**config.mk**
```make
export PLATFORM = sky130hd
export DESIGN_NAME = sbit_link_monitor
export DESIGN_NICKNAME = d
export VERILOG_FILES = /design/src/rtl/sbit_link_monitor_pkg.sv /design/src/rtl/sbit_stuck_detector.sv /design/src/rtl/sbit_link_monitor.sv
export SDC_FILE = /design/constraint.sdc
export NUM_CORES = 1
export LEC_CHECK = 0
export ABC_CLOCK_PERIOD_IN_PS = 2500
export BUFFER_PORTS_ARGS = -buffer_cell sky130_fd_sc_hd__buf_2
export CORE_AREA = 2 2 157 159
export DETAILED_ROUTE_END_ITERATION = 6
export DIE_AREA = 0 0 159 161
export GPL_ROUTABILITY_DRIVEN = 0
export GPL_TIMING_DRIVEN = 1
export PLACE_DENSITY = 0.72
export SLEW_MARGIN = 0
export SYNTH_ARGS = -nofsm -noshare
export SYNTH_HDL_FRONTEND = slang
export SYNTH_SLANG_ARGS = --single-unit
export TNS_END_PERCENT = 50
```
**constraint.sdc**
```tcl
create_clock -name clock -period 2.5 [get_ports clock]
set_input_delay 0.5 -clock clock [delete_from_list [all_inputs] [get_ports clock]]
set_output_delay 0.5 -clock clock [all_outputs]
set_load 0.03 [all_outputs]
```
**src/rtl/sbit_link_monitor_pkg.sv**
```systemverilog
// Shared definitions for the s-bit link monitor: link-state encoding and a
// saturating increment helper used by all counters.
package sbit_link_monitor_pkg;

    typedef enum logic [1:0] {
        LINK_UNLOCKED = 2'd0,
        LINK_LOCKING  = 2'd1,
        LINK_LOCKED   = 2'd2,
        LINK_DEGRADED = 2'd3
    } link_state_t;

    // Increment value unless it has reached max_value; callers cast to their width.
    function automatic logic [31:0] sat_inc(input logic [31:0] value, input logic [31:0] max_value);
        return (value >= max_value) ? value : value + 32'd1;
    endfunction

endpackage

```
**src/rtl/sbit_stuck_detector.sv**
```systemverilog
// Hot-pin detector for one trigger pin group: flags a non-zero group value
// that has repeated for STUCK_CYCLES consecutive cycles.
module sbit_stuck_detector
    import sbit_link_monitor_pkg::*;
#(
    parameter int unsigned GROUP_W      = 8,
    parameter int unsigned STUCK_CYCLES = 1024
) (
    input  logic               clock,
    input  logic               reset_n,
    input  logic [GROUP_W-1:0] group,
    output logic               stuck
);

    localparam int unsigned CW = $clog2(STUCK_CYCLES + 1);
    localparam logic [CW-1:0] CNT_MAX = CW'(STUCK_CYCLES);

    logic [GROUP_W-1:0] prev;
    logic [CW-1:0]      cnt;
    logic               rep_c;

    assign rep_c = (group != '0) && (group == prev);

    // Flag is taken from the pre-increment count so it drops on the cycle the pattern breaks.
    always_ff @(posedge clock or negedge reset_n) begin
        if (!reset_n) begin
            prev  <= '0;
            cnt   <= '0;
            stuck <= 1'b0;
        end else begin
            prev <= group;
            if (rep_c) begin
                cnt   <= CW'(sat_inc(32'(cnt), 32'(CNT_MAX)));
                stuck <= (cnt == CNT_MAX);
            end else begin
                cnt   <= '0;
                stuck <= 1'b0;
            end
        end
    end

endmodule

```
**src/rtl/sbit_link_monitor.sv**
```systemverilog
// Per-VFAT trigger-link monitor: link-lock FSM, hot-pin suppression,
// s-bit gating and saturating error/hit counters.
module sbit_link_monitor
    import sbit_link_monitor_pkg::*;
#(
    parameter int unsigned MXSBITS      = 64,
    parameter int unsigned MXIO         = 8,
    parameter int unsigned CNT_WIDTH    = 16,
    parameter int unsigned LOCK_CYCLES  = 256,
    parameter int unsigned STUCK_CYCLES = 1024
) (
    input  logic                 clock,
    input  logic                 reset_n,
    input  logic [MXSBITS-1:0]   sbits_i,
    input  logic                 aligned_i,
    input  logic                 alignment_error_i,
    input  logic                 mask_i,
    input  logic                 cnt_reset_i,
    output logic [MXSBITS-1:0]   sbits_o,
    output logic                 active_o,
    output logic [1:0]           link_state_o,
    output logic                 link_good_o,
    output logic [MXIO-1:0]      stuck_o,
    output logic [CNT_WIDTH-1:0] err_cnt_o,
    output logic [CNT_WIDTH-1:0] hit_cnt_o
);

    localparam int unsigned GROUP_W = MXSBITS / MXIO;
    localparam int unsigned LOCK_W  = (LOCK_CYCLES > 1) ? $clog2(LOCK_CYCLES) : 1;
    localparam logic [LOCK_W-1:0]    LOCK_LAST = LOCK_W'(LOCK_CYCLES - 1);
    localparam logic [CNT_WIDTH-1:0] CNT_MAX   = '1;

    link_state_t        state;
    logic [LOCK_W-1:0]  lock_cnt;
    logic [MXSBITS-1:0] stuck_mask_c;
    logic [MXSBITS-1:0] sbits_c;
    logic               pass_c;

    assign link_state_o = state;

    for (genvar g = 0; g < MXIO; g++) begin : g_stuck
        sbit_stuck_detector #(
            .GROUP_W      (GROUP_W),
            .STUCK_CYCLES (STUCK_CYCLES)
        ) u_det (
            .clock   (clock),
            .reset_n (reset_n),
            .group   (sbits_i[g*GROUP_W +: GROUP_W]),
            .stuck   (stuck_o[g])
        );
    end

    // Link-lock state machine; a loss of alignment always wins.
    always_ff @(posedge clock or negedge reset_n) begin
        if (!reset_n) begin
            state       <= LINK_UNLOCKED;
            lock_cnt    <= '0;
            link_good_o <= 1'b0;
        end else begin
            link_good_o <= 1'b0;
            case (state)
                LINK_UNLOCKED: begin
                    if (aligned_i && !alignment_error_i) begin
                        state    <= LINK_LOCKING;
                        lock_cnt <= '0;
                    end
                end
                LINK_LOCKING, LINK_DEGRADED: begin
                    if (!aligned_i || alignment_error_i) begin
                        state <= LINK_UNLOCKED;
                    end else if (lock_cnt == LOCK_LAST) begin
                        state       <= LINK_LOCKED;
                        link_good_o <= 1'b1;
                    end else begin
                        lock_cnt <= lock_cnt + LOCK_W'(1);
                    end
                end
                LINK_LOCKED: begin
                    if (!aligned_i) begin
                        state <= LINK_UNLOCKED;
                    end else if (alignment_error_i) begin
                        state    <= LINK_DEGRADED;
                        lock_cnt <= '0;
                    end else begin
                        link_good_o <= 1'b1;
                    end
                end
                default: state <= LINK_UNLOCKED;
            endcase
        end
    end

    // Gate on the pre-transition state and the currently registered stuck flags.
    always_comb begin
        stuck_mask_c = '0;
        for (int unsigned g = 0; g < MXIO; g++) begin
            stuck_mask_c[g*GROUP_W +: GROUP_W] = {GROUP_W{stuck_o[g]}};
        end
        pass_c  = !mask_i && ((state == LINK_LOCKED) || (state == LINK_DEGRADED));
        sbits_c = pass_c ? (sbits_i & ~stuck_mask_c) : '0;
    end

    always_ff @(posedge clock or negedge reset_n) begin
        if (!reset_n) begin
            sbits_o  <= '0;
            active_o <= 1'b0;
        end else begin
            sbits_o  <= sbits_c;
            active_o <= |sbits_c;
        end
    end

    // Slow-control counters; a clear overrides a coincident increment.
    always_ff @(posedge clock or negedge reset_n) begin
        if (!reset_n) begin
            err_cnt_o <= '0;
            hit_cnt_o <= '0;
        end else if (cnt_reset_i) begin
            err_cnt_o <= '0;
            hit_cnt_o <= '0;
        end else begin
            if (alignment_error_i) begin
                err_cnt_o <= CNT_WIDTH'(sat_inc(32'(err_cnt_o), 32'(CNT_MAX)));
            end
            if (|sbits_c) begin
                hit_cnt_o <= CNT_WIDTH'(sat_inc(32'(hit_cnt_o), 32'(CNT_MAX)));
            end
        end
    end

endmodule

```
# == Word-level counts from Yosys, hierarchy flattened ==
# Cells that the tools add are included.
# op_classes
muxes,48
div,0
magnitude_cmp,10
n_reduce_logical,32
n_mul,0
shifts,0
n_eq_ne,37
addsub,11
bitwise_logic,2
# ops
op,n
two-way mux 11 bit,16
two-way mux 16 bit,6
adder 11 x 1 -> 11 bit (second input constant),8
== test 11 bit (second input constant),8
greater-or-equal comparator 11 bit (second input constant),8
AND 64 bit,1
== test 8 bit,8
two-way mux 64 bit,1
NOT 64 bit,1
nonzero test 8 bit,8
OR reduction 64 bit,1
two-way mux 8 bit,5
adder 16 x 1 -> 16 bit (second input constant),2
greater-or-equal comparator 16 bit (second input constant),2
!= test 2 bit (second input constant),15
one-hot mux 8 bit (3 select lines),1
two-way mux 1 bit,12
logical AND 1 bit,10
two-way mux 2 bit,5
adder 8 x 1 -> 8 bit (second input constant),1
== test 8 bit (second input constant),1
!= test 3 bit (second input constant),2
one-hot mux 2 bit (3 select lines),1
AND reduction 5 bit,1
10 further kinds,16
# totals
ff_bits,268
ramBits,0
memories,0
latch_bits,0
in_bits,70
romBits,0
out_inout_bits,108

# == Depth between registers and ports, before layout ==
# depth
depth_word,7
ltp_mapped,8

# == Cells and area by module ==
# Synthesis repeated with hierarchy kept, for this count alone.
# unflattened
cells_unflattened,1074
hier_area_um2,12200.5
# by_module_without_submodules
mod,cells_each,n_inst,area_each_um2
sbit_stuck_detector,78,8,907.1
sbit_link_monitor,450,1,4943.5

# == Worst setup path after synthesis ==
# No wires, ideal clock.
# synth_path
kind,input port to flip-flop
start,in sbits_i[33]
end,reg hit_cnt_o[7]
t_arrival_ps,2517
slack_ps,-142
setup_time_ps,125
path_stages,7
path_buffers,1
cell_sequence,or4_4 a222oi_1 or4b_4 o21bai_4 buf_12 a2111oi_2 mux2_4
# synth_via
elab_chain_cells,5
# synth_rtl
element,line,rtl
"start, declared",sbit_link_monitor.sv:14,"input logic [MXSBITS-1:0] sbits_i,"
AND 64 bit,sbit_link_monitor.sv:100,sbits_c = pass_c ? (sbits_i & ~stuck_mask_c) : '0;
two-way mux 64 bit,sbit_link_monitor.sv:100,
OR reduction 64 bit,sbit_link_monitor.sv:125,if (|sbits_c) begin
nonzero test 2 bit (no source line),n/a,
AND reduction 2 bit (no source line),n/a,
"end signal, assigned",sbit_link_monitor.sv:126,"hit_cnt_o <= CNT_WIDTH'(sat_inc(32'(hit_cnt_o), 32'(CNT_MAX)));"
"end, declared",sbit_link_monitor.sv:25,output logic [CNT_WIDTH-1:0] hit_cnt_o
# Every way passes these cells.
# A chain may end at the register's enable or synchronous reset.

# == Worst setup path in the final report ==
# layout_path
start,in sbits_i[25]
end,reg hit_cnt_o[1]
# Same word-level chain as after synthesis.

==> flow_metrics.tcl <==
set metrics [dict create \
    whs_ns 0.0951 \
    grt_pass1_wl_microns 42700 \
    holdPathStages 1 \
    port_buffers 177 \
    fmax_mhz 419 \
    vdd_drop_max_mv 0.661 \
    critical_path_class "primary input to register" \
    skew_ns 0.0152 \
    regToRegEndpoint "hit_cnt_o[6]" \
    power_density_nw_per_um2 643 \
    via_count 8482 \
    cp-end-kind "register" \
    first_global_vias 8451 \
    fin_crit_sh_pct 95.5 \
    cts_tree "done" \
    initial_core_util_pct 49.2 \
    reg2reg_slack_ns 0.19 \
    cts_buffer_depth 3 \
    placed_area_sq_um 13500 \
    use_met1_pct 28.3 \
    synth_cell_types 54 \
    grt_overflow_total 0 \
    cts-buffers-inserted 29 \
    first_iter_violations 394 \
    ff_latch_area_sq_um 6710 \
    holdPathEnd "g_stuck[5].u_det.prev[4]" \
    rsz0062_at_grt "false" \
    tightest_slew_ns 0.637 \
    synthArstFlopShare_pct 100 \
    syn_area_sq_um 11800 \
    p_leak_nw 6.81 \
    worstPathRequired_ns 2.95 \
    yosys_warnings 0 \
    rr_startpoint "link_state_o[1]" \
    drive_gt1_share_pct 24.1 \
    layout.nets 1407 \
    via_per_inst 5.09 \
    min_path_type "primary input to register" \
    ant_nets 0 \
    h-tree-depth 1 \
    syn_avg_cell_area_sq_um 11.0 \
    critPathMaxFanout 13 \
    period_needed_ns 2.39 \
    root_buffer "clkbuf_16" \
    dieHeight_microns 161 \
    drc 0 \
    synth_ff_type "dfrtp_1" \
    fin_util_pct 60.6 \
    r2r_cells 7 \
    num_rows 57 \
    cp-start-kind "primary input" \
    area_growth_pct 23.2 \
    dieArea_sq_um 25600 \
    grt_start_max_net_pins 76 \
    met2_usage_pct 32.9 \
    slew_headroom_pct 57.4 \
    track_usage_pct 20.1 \
    finalSetupViolCount 0 \
    final-hold-violation-count 0 \
    fp.coreArea_sq_um 24000 \
    wl_per_cell_microns 15.3 \
    yosysSeqAreaShare_pct 56.9 \
    antenna_found_initial 2 \
    drt_wl_total_microns 25500 \
    hpwl_microns 18300 \
    ios 178 \
    post-route-cell-area_sq_um 14500 \
    maxCapViolCount 0 \
    report.final.slew_viol_count 0 \
    synth_edf_count 0 \
    ys_ff_latch 268 \
    insertion_delay_ns 0.54 \
    grt-busiest-layer "met2" \
    drt-pass1-iter-count 4 \
    cts.clk_slew.worst_paths_ns 0.06 \
    num-fill-cells 1973 \
    syn_inst 1077 \
    p_total_mw 9.34 \
    synth_fp_nets 1166 \
    hold_start "sbits_i[44]" \
    numClockSinks 268 \
    grt_use_met3_pct 2.59 \
    die_w_microns 159 \
    crit_arrival_ns 2.83 \
    multi_input_area_sq_um 4790 \
    run_status "completed" \
]
## placed cells by master (no fill, tap or decap), types with 6 or more instances in the layout
master and instances:
or3_1 8, and4_1 7, or4_1 8, buf_12 6
clkbuf_16 29, ha_1 19, buf_4 58, a21oi_1 16
nor4_1 27, and3_1 17, xnor2_1 71, nor3_1 19
nor2b_1 28, inv_1 39, xor2_1 70, mux2_2 8
o21ai_0 22, buf_2 176, mux2_4 9, nand3_1 37
nand2_1 48, nand4_1 28, clkbuf_1 8, and2_1 60
nor2_1 168, dfrtp_1 267, mux2i_1 9
## power by group
part	switching [mW]	total (mW)	internal (mW)	leakage, nW
Sequential	0.0345	4.44	4.40	3.59
Clock	1.67	4.47	2.80	0.494
Combinational	0.259	0.437	0.178	2.73
Total	1.96	9.34	7.38	6.81
## metrics by stage
stage / setup WS [ns] / instances / TNS (ns)
after floorplan: -0.142 / 1077 / -1.30
after global placement: -0.413 / 1610 / -6.17
after detailed placement: -0.430 / 1610 / -6.40
after CTS: 0.0133 / 1664 / 0
after global routing: 0.0280 / 1666 / 0
final: 0.113 / 1666 / 0
## logic make-up after synthesis
group                    synth area share (%)
AO/OA/AOI/OAI                            4.70
buffers and inverters                    2.71
XOR/XNOR                                 10.5
multiplexers                             2.67
AND/OR/NAND/NOR                          20.6
adder cells (fa/ha/maj)                  2.02
flip-flops                               56.9
## critical path, cell delays in order
cell      delay (ns)
buf_2           0.12
or4_1           0.62
a222oi_1        0.31
or4b_4          0.53
o21bai_4        0.15
buf_12          0.16
a21oi_2         0.08
buf_4           0.16
mux2i_1         0.20
## state kept, by name (all words and copies together), names as in the netlist
signal	cells
active_o	1
g_stuck.u_det.prev	64
err_cnt_o	16
hit_cnt_o	16
g_stuck.u_det.stuck	8
g_stuck.u_det.cnt	88
sbits_o	64
lock_cnt	8
link_good_o	1
link_state_o	2
## synth_stat cells (5+ instances only)
master / count / area (sq um)
mux2_2: 8 / 90.1
dfrtp_1: 268 / 6710
mux2_4: 9 / 135
or4_1: 8 / 60.1
mux2i_1: 9 / 90.1
and2_1: 60 / 375
buf_4: 9 / 67.6
and4_1: 7 / 61.3
nand3_1: 37 / 185
nor2_1: 168 / 631
a21oi_1: 16 / 80.1
nor3b_1: 6 / 45.0
inv_1: 39 / 146
or3_1: 8 / 50.1
nor2b_1: 28 / 175
nor4_1: 27 / 169
ha_1: 19 / 238
clkbuf_1: 20 / 75.1
nand2_1: 48 / 180
nor3_1: 19 / 95.1
nand4_1: 28 / 175
xor2_1: 70 / 613
o21ai_0: 22 / 110
o22ai_1: 5 / 31.3
and3_1: 17 / 106
xnor2_1: 71 / 622
## routing by layer
| layer | vias to the layer above | wire (microns) |
|---|---|---|
| li1 | 4112 | - |
| met1 | 4152 | 11700 |
| met2 | 176 | 12100 |
| met3 | 42 | 1010 |
| met4 | 0 | 634 |
| met5 | - | 0 |
## repair_timing
| action | in CTS | in global routing |
|---|---|---|
| hold buffers | 1 | 0 |
| resized for setup | 3 | 5 |
| endpoints found under the setup margin | 7 | 6 |
| pin swaps | 0 | 0 |
| endpoints found under the hold margin | 67 | 0 |
| setup buffers | 0 | 0 |
## worst max path at each step
stage / slack (ns) / startpoint / endpoint / depth (start not counted)
2_1_floorplan: -0.14 / sbits_i[33] / hit_cnt_o[7] / 7
3_3_place_gp: -0.41 / sbits_i[24] / hit_cnt_o[5] / 8
3_5_place_dp: -0.43 / sbits_i[25] / hit_cnt_o[6] / 8
4_1_cts: 0.01 / link_state_o[1] / hit_cnt_o[6] / 8
5_1_grt: 0.03 / sbits_i[25] / hit_cnt_o[1] / 9
6_report: 0.11 / sbits_i[25] / hit_cnt_o[1] / 9
## final cells by class
cell class                      instances  share of cell area (%)
Timing Repair Buffer                  242                    10.1
Clock buffer                           42                    5.67
Antenna cell                            2                  0.0344
Tap cell                              324                    2.79
Sequential cell                       268                    46.2
Multi-Input combinational cell        738                    33.0
Inverter                               39                    1.01
Clock inverter                         11                    1.31
No activity file was read; power rests on OpenSTA's default activity.
